## src/rtl/alu_issue_ctrl.sv

```systemverilog
// MIPS ALU issue/capture controller; optional LOCAL_SLT_NOR_EN computes SLT/NOR results locally.
// Latency: accept -> out_valid after 2+ALU_LAT edges; result held until out_ready, in_ready only in IDLE.
module alu_issue_ctrl #(
  parameter int ALU_LAT = 0,
  parameter int CNT_W   = 16
) (
  input  logic             clk,
  input  logic             rst,
  input  logic             in_valid,
  output logic             in_ready,
  input  logic [31:0]      instr,
  input  logic [31:0]      rs_data,
  input  logic [31:0]      rt_data,
  output logic [3:0]       alu_op,
  output logic [31:0]      alu_a,
  output logic [31:0]      alu_b,
  input  logic [31:0]      alu_result,
  output logic             out_valid,
  input  logic             out_ready,
  output logic [31:0]      out_result,
  output logic [4:0]       out_rd,
  output logic             out_illegal,
  output logic [CNT_W-1:0] op_count
);

  typedef enum logic [1:0] {IDLE, ISSUE, CAPTURE, HOLD} state_t;

  typedef struct packed {
    logic [3:0]  op;
    logic [31:0] b;
    logic [4:0]  rd;
    logic        illegal;
  } dec_t;

  localparam logic [3:0] LAT = 4'(ALU_LAT);

  state_t           state_q, state_d;
  logic [3:0]       alu_op_q, alu_op_d;
  logic [31:0]      alu_a_q, alu_a_d;
  logic [31:0]      alu_b_q, alu_b_d;
  logic [31:0]      out_result_q, out_result_d;
  logic [4:0]       out_rd_q, out_rd_d;
  logic             out_illegal_q, out_illegal_d;
  logic [CNT_W-1:0] op_count_q, op_count_d;
  logic [3:0]       wait_q, wait_d;
  dec_t             dec;
  logic [31:0]      cap_val;
  logic [5:0]       opcode, funct;
  logic [15:0]      imm;
  logic             unused_bits;

  assign opcode = instr[31:26];
  assign funct  = instr[5:0];
  assign imm    = instr[15:0];
  // rs field and shamt are not needed: rs arrives already read as rs_data.
  assign unused_bits = ^{instr[25:21], instr[10:6]};

  always_comb begin
    dec.op      = 4'b0000;
    dec.b       = rt_data;
    dec.rd      = instr[20:16];
    dec.illegal = 1'b0;
    if (opcode == 6'h00) begin
      dec.rd = instr[15:11];
      case (funct)
        6'h24:        dec.op = 4'b0000;
        6'h25:        dec.op = 4'b0001;
        6'h20, 6'h21: dec.op = 4'b0010;
        6'h22, 6'h23: dec.op = 4'b0110;
        6'h2A:        dec.op = 4'b0111;
        6'h27:        dec.op = 4'b1100;
        default:      dec.illegal = 1'b1;
      endcase
    end else begin
      case (opcode)
        6'h08, 6'h09: begin dec.op = 4'b0010; dec.b = {{16{imm[15]}}, imm}; end
        6'h0A:        begin dec.op = 4'b0111; dec.b = {{16{imm[15]}}, imm}; end
        6'h0C:        begin dec.op = 4'b0000; dec.b = {16'h0000, imm}; end
        6'h0D:        begin dec.op = 4'b0001; dec.b = {16'h0000, imm}; end
        default:      dec.illegal = 1'b1;
      endcase
    end
  end

  always_comb begin
    cap_val = alu_result;
`ifdef LOCAL_SLT_NOR_EN
    case (alu_op_q)
      4'b0111: cap_val = {31'b0, ($signed(alu_a_q) < $signed(alu_b_q))};
      4'b1100: cap_val = ~(alu_a_q | alu_b_q);
      default: cap_val = alu_result;
    endcase
`endif
  end

  always_comb begin
    state_d       = state_q;
    alu_op_d      = alu_op_q;
    alu_a_d       = alu_a_q;
    alu_b_d       = alu_b_q;
    out_result_d  = out_result_q;
    out_rd_d      = out_rd_q;
    out_illegal_d = out_illegal_q;
    op_count_d    = op_count_q;
    wait_d        = wait_q;
    case (state_q)
      IDLE: begin
        if (in_valid) begin
          out_rd_d = dec.rd;
          if (dec.illegal) begin
            // Illegal ops skip the ALU entirely and leave its inputs untouched.
            out_illegal_d = 1'b1;
            out_result_d  = 32'h0;
            state_d       = HOLD;
          end else begin
            out_illegal_d = 1'b0;
            alu_op_d      = dec.op;
            alu_a_d       = rs_data;
            alu_b_d       = dec.b;
            wait_d        = 4'd0;
            state_d       = ISSUE;
          end
        end
      end
      ISSUE: begin
        wait_d = wait_q + 4'd1;
        if (wait_q == LAT) state_d = CAPTURE;
      end
      CAPTURE: begin
        out_result_d = cap_val;
        state_d      = HOLD;
      end
      HOLD: begin
        if (out_ready) begin
          op_count_d = op_count_q + 1'b1;
          state_d    = IDLE;
        end
      end
      default: state_d = IDLE;
    endcase
  end

  always_ff @(posedge clk or posedge rst) begin
    if (rst) begin
      state_q       <= IDLE;
      alu_op_q      <= 4'b0000;
      alu_a_q       <= 32'h0;
      alu_b_q       <= 32'h0;
      out_result_q  <= 32'h0;
      out_rd_q      <= 5'd0;
      out_illegal_q <= 1'b0;
      op_count_q    <= '0;
      wait_q        <= 4'd0;
    end else begin
      state_q       <= state_d;
      alu_op_q      <= alu_op_d;
      alu_a_q       <= alu_a_d;
      alu_b_q       <= alu_b_d;
      out_result_q  <= out_result_d;
      out_rd_q      <= out_rd_d;
      out_illegal_q <= out_illegal_d;
      op_count_q    <= op_count_d;
      wait_q        <= wait_d;
    end
  end

  assign in_ready    = (state_q == IDLE);
  assign out_valid   = (state_q == HOLD);
  assign alu_op      = alu_op_q;
  assign alu_a       = alu_a_q;
  assign alu_b       = alu_b_q;
  assign out_result  = out_result_q;
  assign out_rd      = out_rd_q;
  assign out_illegal = out_illegal_q;
  assign op_count    = op_count_q;

endmodule

```

## config.mk

```make
export PLATFORM = sky130hd
export DESIGN_NAME = alu_issue_ctrl
export DESIGN_NICKNAME = d
export VERILOG_FILES = /design/src/rtl/alu_issue_ctrl.sv
export SDC_FILE = /design/constraint.sdc
export NUM_CORES = 1
export LEC_CHECK = 0
export ABC_AREA = 1
export CAP_MARGIN = 20
export CELL_PAD_IN_SITES_DETAIL_PLACEMENT = 1
export CELL_PAD_IN_SITES_GLOBAL_PLACEMENT = 1
export CORE_MARGIN = 2
export CORE_UTILIZATION = 33
export DETAILED_ROUTE_END_ITERATION = 12
export PLACE_DENSITY_LB_ADDON = 0.25
export SETUP_SLACK_MARGIN = 0.15
export SLEW_MARGIN = 20
export SYNTH_ARGS = -nofsm -noshare
export SYNTH_HDL_FRONTEND = slang
export SYNTH_SLANG_ARGS = --single-unit
```

## constraint.sdc

```tcl
create_clock -name clk -period 6.29 [get_ports clk]
set_input_delay 1.258 -clock clk [delete_from_list [all_inputs] [get_ports clk]]
set_output_delay 1.258 -clock clk [all_outputs]
set_load 0.01 [all_outputs]
```

Word level (Yosys, flattened, before mapping)
Cells that the tools add are included.
Widths: inputs -> output; s select.
{ "classes": {"muxes": 20, "addsub": 2, "n_eq_ne": 21, "n_reduce_logical": 16, "bitwise_logic": 1} }
{ "op_table": {"columns": ["op", "count"], "rows": [
  ["$pmux 35 s4", 1],
  ["$mux 32", 3],
  ["$pmux 32 s2", 1],
  ["$eq 6x6->1 const B", 8],
  ["$eq 6x4->1 const B", 5],
  ["$pmux 4 s5", 1],
  ["$add 16x1->16 const B", 1],
  ["$mux 4", 3],
  ["$reduce_and 3->1", 4],
  ["$mux 2", 4],
  ["$pmux 2 s4", 1],
  ["$pmux 4 s2", 1],
  ["$reduce_or 8->1", 1],
  ["$logic_not 6->1", 1],
  ["$ne 2x2->1 const B", 3],
  ["$reduce_or 2->1", 3],
  ["$mux 5", 1],
  ["$reduce_or 5->1", 1],
  ["$add 4x1->4 const B", 1],
  ["$eq 2x2->1 const B", 2],
  ["$logic_not 4->1", 1],
  ["$mux 1", 4],
  ["$ne 2x1->1 const B", 2],
  ["$reduce_and 2->1", 2],
  ["4 further kinds", 5]
]} }
{ "word_totals": {"reg_bits": 128, "output_inout_bits": 124, "word_cells": 69, "input_bits": 132} }

Logic depth before layout (Yosys ltp)
{ "depth": {"ltp_word": 7, "depth_mapped": 12} }

Least setup slack after synthesis
No wires, ideal clock.
{ "synth_timing": {"kind": "input to register", "startpoint": "input instr[5]", "endpoint": "register alu_a_q[19], in the netlist alu_a[19]", "required_ns": 6.173, "arrival_time_ns": 2.338, "n_path_buf": 2, "stages": 11, "slack_ns": 3.835, "cell_sequence": "inv_1 -> nor2_2 -> nand3_1 -> nand3_1 -> nand2_1 -> nand2_2 -> nand2_2 -> buf_6 -> buf_4 -> nand2_1 -> nand2_1"} }
{ "synth_between": {"elab_chain_cells": 6, "word_cells_on_any_way": 13, "cone_classes": "8 x eq/ne; 2 x mux; 1 x bitwise; 2 x reduce/logical"} }
{ "synth_lines": {"columns": ["element", "line_no", "source"], "rows": [
  ["start, declared", "11", "input logic [31:0] instr,"],
  ["$eq 6x6->1", "65", "case (funct)"],
  ["$reduce_or 8->1 (no line) *", null, null],
  ["$mux 1 *", "65", null],
  ["$mux 1 *", "63", "if (opcode == 6'h00) begin"],
  ["$not 1->1 (no line) *", null, null],
  ["$reduce_and 3->1 (no line) *", null, null],
  ["end signal, assigned", "157", "alu_a_q <= alu_a_d;"],
  ["end, declared", "39", "logic [31:0] alu_a_q, alu_a_d;"]
]} }
Mark *: on every way between the ends. The rest lies on a longest branch, timed or not.
A chain may end at the register's enable or synchronous reset.

Final worst setup path
{ "layout_timing": {"startpoint": "input instr[31]", "endpoint": "register out_result_q[19], in the netlist out_result[19]"} }
{ "layout_between": {"elab_chain_cells": 6, "word_cells_on_any_way": 11, "cone_classes": "6 x eq/ne; 2 x mux; 3 x reduce/logical"} }
{ "layout_lines": {"columns": ["element", "line_no", "source"], "rows": [
  ["$eq 6x4->1", "75", "case (opcode)"],
  ["$reduce_or 5->1 (no line)", null, null],
  ["$mux 1", "75", null],
  ["$mux 1 *", "63", null],
  ["$ne 2x1->1 (no line) *", null, null],
  ["$reduce_and 3->1 (no line) *", null, null],
  ["end signal, assigned", "159", "out_result_q <= out_result_d;"],
  ["end, declared", "41", "logic [31:0] out_result_q, out_result_d;"]
]} }
Marks and branches as above.

==> flow_results.org <==
** Outcome
- The flow ran to the end, but the final reports show violations.
- The checks that failed: DRC.

** Finish
- Nets :: 1147
- Final-layout fill cell count :: 2168
- Summing all flip-flop and latch instances after layout gives 0.00320 mm2.
- Antenna diode count :: 0
- Cells with a size suffix above 1 make up 5.11% of the layout.
- Area of the multi-input gates :: 0.00239 mm2
- Compared with the post-synthesis result, the final layout area differs by 52.0%.
- Final design utilization :: 51.3%

** Global route
- The via count of the first global-routing pass is 6072.
- The total overflow left after global routing is 0.
- Busiest layer in global routing :: met2
- Initial antenna violation count :: 0
- Met3 routing resource usage after global routing :: 6.02%
- Global routing used 20.6% of the available tracks across all layers.
- For met1 alone, demand over resource in global routing was 25.4%.
- Largest net degree at the start of global routing :: 66
- Global-route wire length before repair :: 32400 um
- Met2 Track Usage GR :: 34.9%

** STA
- Final count of hold timing violations :: 0
- Fmax achieved :: 251 MHz
- Pins Over Slew Limit :: 0
- Worst Tran Pin Value :: 0.822 ns
- Unrepaired setup endpoints after global routing :: no
- In this run the tightest slew margin relative to its limit is 45.2%.
- Final worst path period share :: 63.4%
- The clock period could shrink to 3.99 ns.
- Setup violations remaining at the end of the flow were counted as 0.
- Adding up every negative setup slack in the final design gives 0 ns.
- For the final database, setup skew stands at 0.00763 ns.

** Floorplan
- Die footprint :: 0.0196 mm2
- Die span in x :: 140 um
- The die is 140 um tall.
- Ports placed on the boundary :: 256
- # rows :: 49
- The initial utilization of the core area, before any placement, comes to 33.8%.
- In this run the standard cell core region covers 0.0181 mm2.

** Place
- Final weighted congestion of routability-driven global placement :: 0.813
- Total half-perimeter wirelength after legalization and detailed placement :: 14200 um
- In this run the tool buffered the top-level ports with 250 buffer cells.

** Synth
- Count of synthesis-stage warnings from yosys :: 0
- Post-synthesis instance area :: 0.00611 mm2
- Ys flop type :: sky130_fd_sc_hd__dfrtp_1
- Mean post-synth cell area :: 7.97 um2
- Cell type with the highest aggregate area in the netlist :: sky130_fd_sc_hd__dfrtp_1
- Fraction of post-synthesis cell area in the top cell type by area :: 52.4%
- Area contributors post-synth :: sky130_fd_sc_hd__dfrtp_1, sky130_fd_sc_hd__nand2_1, sky130_fd_sc_hd__nand3_1
- Share of cell area taken by muxes after synthesis :: 0.184%
- Summing the areas of all compound-gate instances in the mapped netlist gives 4.94% of the synthesized area.
- Sequential share of the synthesized area :: 52.4%
- For this run, asynchronously set or reset flops after synthesis account for 100%.
- Xor and xnor fraction of the mapped netlist area :: 2.01%
- Synthesis handed over a netlist of 767 instances.
- When the netlist entered floorplanning its net count stood at 906.
- The synthesized design contains 0 enable-type register cells.
- Fraction of the mapped netlist area in simple logic gates :: 30.6%
- Counting distinct cell types in the post-synthesis netlist gives 27.
- Synthesis inferred 128 register bits.
- After Yosys synthesis, full adders, half adders and majority gates account for 1.43% of the synthesized area.
- After synthesis, the largest family of logic cells by area is simple AND/OR/NAND/NOR gates.

** Power
- Worst ir drop on vdd :: 0.252 mV
- Lkg Pwr :: 4.69 nW
- Dividing total power by cell area gives a power density of 416 mW/mm2.

** Clock tree
- Post-CTS clock slew at the launch and capture registers of the worst setup and hold paths :: 0.05 ns
- Num CTS Buffers :: 17
- No sink is reached through more buffers than the 2 on the longest clock path.
- Post-CTS Setup Bufs :: 0
- The H-tree was split into 4 levels.
- Clock Sink Count :: 128
- The number of gates resized after CTS was 0.
- CTS tree :: done
- The later pin in the worst-skew pair is clocked with a latency of 0.41 ns.
- Root Buffer :: sky130_fd_sc_hd__clkbuf_16
- After clock tree synthesis, the flow added hold-fix buffers numbering 0.

** Route
- Vias per cell :: 4.67
- Detailed Route Iter0 Violations :: 232
- Router iterations before antenna repair :: 12
- Remaining antenna violation count after routing :: 0
- After detailed routing, the number of remaining DRC violations is 18.
- Dividing the detail-routed wire length by the instance count gives 16.0 um.
- Via count of the routed design :: 5825
- Routed Wire Length :: 19900 um

** Setup path
- The worst setup path is captured at a register.
- Type of the worst setup path :: input port to register
- The worst setup path is launched from an input port.
- Critical-path maximum fanout :: 34
- For the worst setup path, the data required time is 6.59 ns.
- For the worst setup path, the data arrival time is 4.29 ns.

** Hold path
- Worst Hold Class :: register to register

** Flow run
- Max-cap violations in this run came to 0.
## Yosys cell counts, types with 2 or more instances
cell and n:
sky130_fd_sc_hd__buf_4 4, sky130_fd_sc_hd__xnor2_1 6, sky130_fd_sc_hd__inv_2 2, sky130_fd_sc_hd__buf_6 7, sky130_fd_sc_hd__dfrtp_1 128, sky130_fd_sc_hd__inv_1 74
sky130_fd_sc_hd__nand2_2 3, sky130_fd_sc_hd__clkbuf_1 17, sky130_fd_sc_hd__buf_2 10, sky130_fd_sc_hd__a21oi_1 13, sky130_fd_sc_hd__nor2_4 2, sky130_fd_sc_hd__nand3_1 110
sky130_fd_sc_hd__o21ai_1 19, sky130_fd_sc_hd__ha_1 7, sky130_fd_sc_hd__nor3_1 3, sky130_fd_sc_hd__o21ai_0 25, sky130_fd_sc_hd__nor2_2 2, sky130_fd_sc_hd__xor2_1 8
sky130_fd_sc_hd__nand3_2 3, sky130_fd_sc_hd__nand4_1 5, sky130_fd_sc_hd__nor2_1 28, sky130_fd_sc_hd__nand2_1 286
## report_power, final
group          switching [mW]  leakage [nW]  internal (mW)
Sequential              0.190          1.67           1.15
Combinational           0.816          2.77          0.817
Clock                   0.341         0.250          0.553
## metrics by stage
stage          hold WS (ns)  cell area, um2  setup slack (ns)  total power [mW]  cells
2_1_floorplan         0.506            6110              1.62              2.05    767
3_3_place_gp          0.452            8760              1.89              2.95   1218
3_5_place_dp          0.458            8760              1.83              3.00   1218
4_1_cts               0.471            9280              2.26              3.93   1246
5_1_grt               0.492            9280              1.90              4.14   1246
6_report              0.466            9280              2.30              3.86   1246
## per-layer routing
layer	part of all wire, %	vias to the layer above
li1	-	2880
met1	41	2763
met2	50	158
met3	7.0	24
met4	1.9	0
met5	0	-
## state kept, by name, summed over array words and instances (netlist names)
| register | count |
|---|---|
| out_result | 32 |
| alu_b | 32 |
| out_illegal | 1 |
| alu_op | 4 |
| alu_a | 32 |
| op_count | 16 |
| state_q | 2 |
| out_rd | 5 |
| wait_q | 4 |
## worst max-delay path: stages
cell and delay (ns):
sky130_fd_sc_hd__clkdlybuf4s50_1 0.44, sky130_fd_sc_hd__nor2_4 0.19, sky130_fd_sc_hd__nand4_2 0.43, sky130_fd_sc_hd__nand2_2 0.66, sky130_fd_sc_hd__nor2_4 0.11, sky130_fd_sc_hd__nand3_2 0.10, sky130_fd_sc_hd__buf_4 0.34, sky130_fd_sc_hd__nand2_1 0.28
sky130_fd_sc_hd__buf_4 0.30, sky130_fd_sc_hd__nand2_1 0.09, sky130_fd_sc_hd__nand2_1 0.05
## cells in the final DEF, fill, tap and decap left out, types with 5 or more instances in the layout
cell,synthesis,layout
sky130_fd_sc_hd__nor2_1,28,28
sky130_fd_sc_hd__a21oi_1,13,13
sky130_fd_sc_hd__xnor2_1,6,6
sky130_fd_sc_hd__ha_1,7,7
sky130_fd_sc_hd__clkdlybuf4s50_1,0,250
sky130_fd_sc_hd__buf_4,4,11
sky130_fd_sc_hd__nand2_1,286,286
sky130_fd_sc_hd__nand4_1,5,5
sky130_fd_sc_hd__o21ai_0,25,25
sky130_fd_sc_hd__nand3_1,110,110
sky130_fd_sc_hd__dfrtp_1,128,128
sky130_fd_sc_hd__xor2_1,8,8
sky130_fd_sc_hd__inv_1,74,73
sky130_fd_sc_hd__clkbuf_16,0,17
sky130_fd_sc_hd__o21ai_1,19,19
## area by class of cell
cell class / instances / area share, %
Clock buffer: 22 / 5.00
Clock inverter: 6 / 0.674
Inverter: 76 / 3.10
Multi-Input combinational cell: 524 / 25.8
Sequential cell: 128 / 34.5
Tap cell: 229 / 3.09
Timing Repair Buffer: 261 / 27.8
## worst paths after layout
| check | to | startpoint | slack [ns] | cells past startpoint |
|---|---|---|---|---|
| min in group asynchronous | alu_a[13] | rst | 1.37 | 2 |
| hold / removal | alu_b[23] | alu_b[23] | 0.47 | 2 |
| setup / recovery | out_result[19] | instr[31] | 2.30 | 11 |
| setup reg to reg | wait_q[0] | state_q[0] | 3.88 | 10 |
| max in group asynchronous | alu_b[22] | rst | 3.74 | 3 |
| hold reg to reg | alu_b[23] | alu_b[23] | 0.47 | 2 |
## cell families after synthesis
family / Yosys count
xor gates and xnor gates: 14
AOI/OAI and AO/OA: 59
muxes: 1
and+or+nand+nor: 443
adders and majority gates: 7
DFF: 128
buffers and inverters: 115
(Power assumes the default switching activity.)
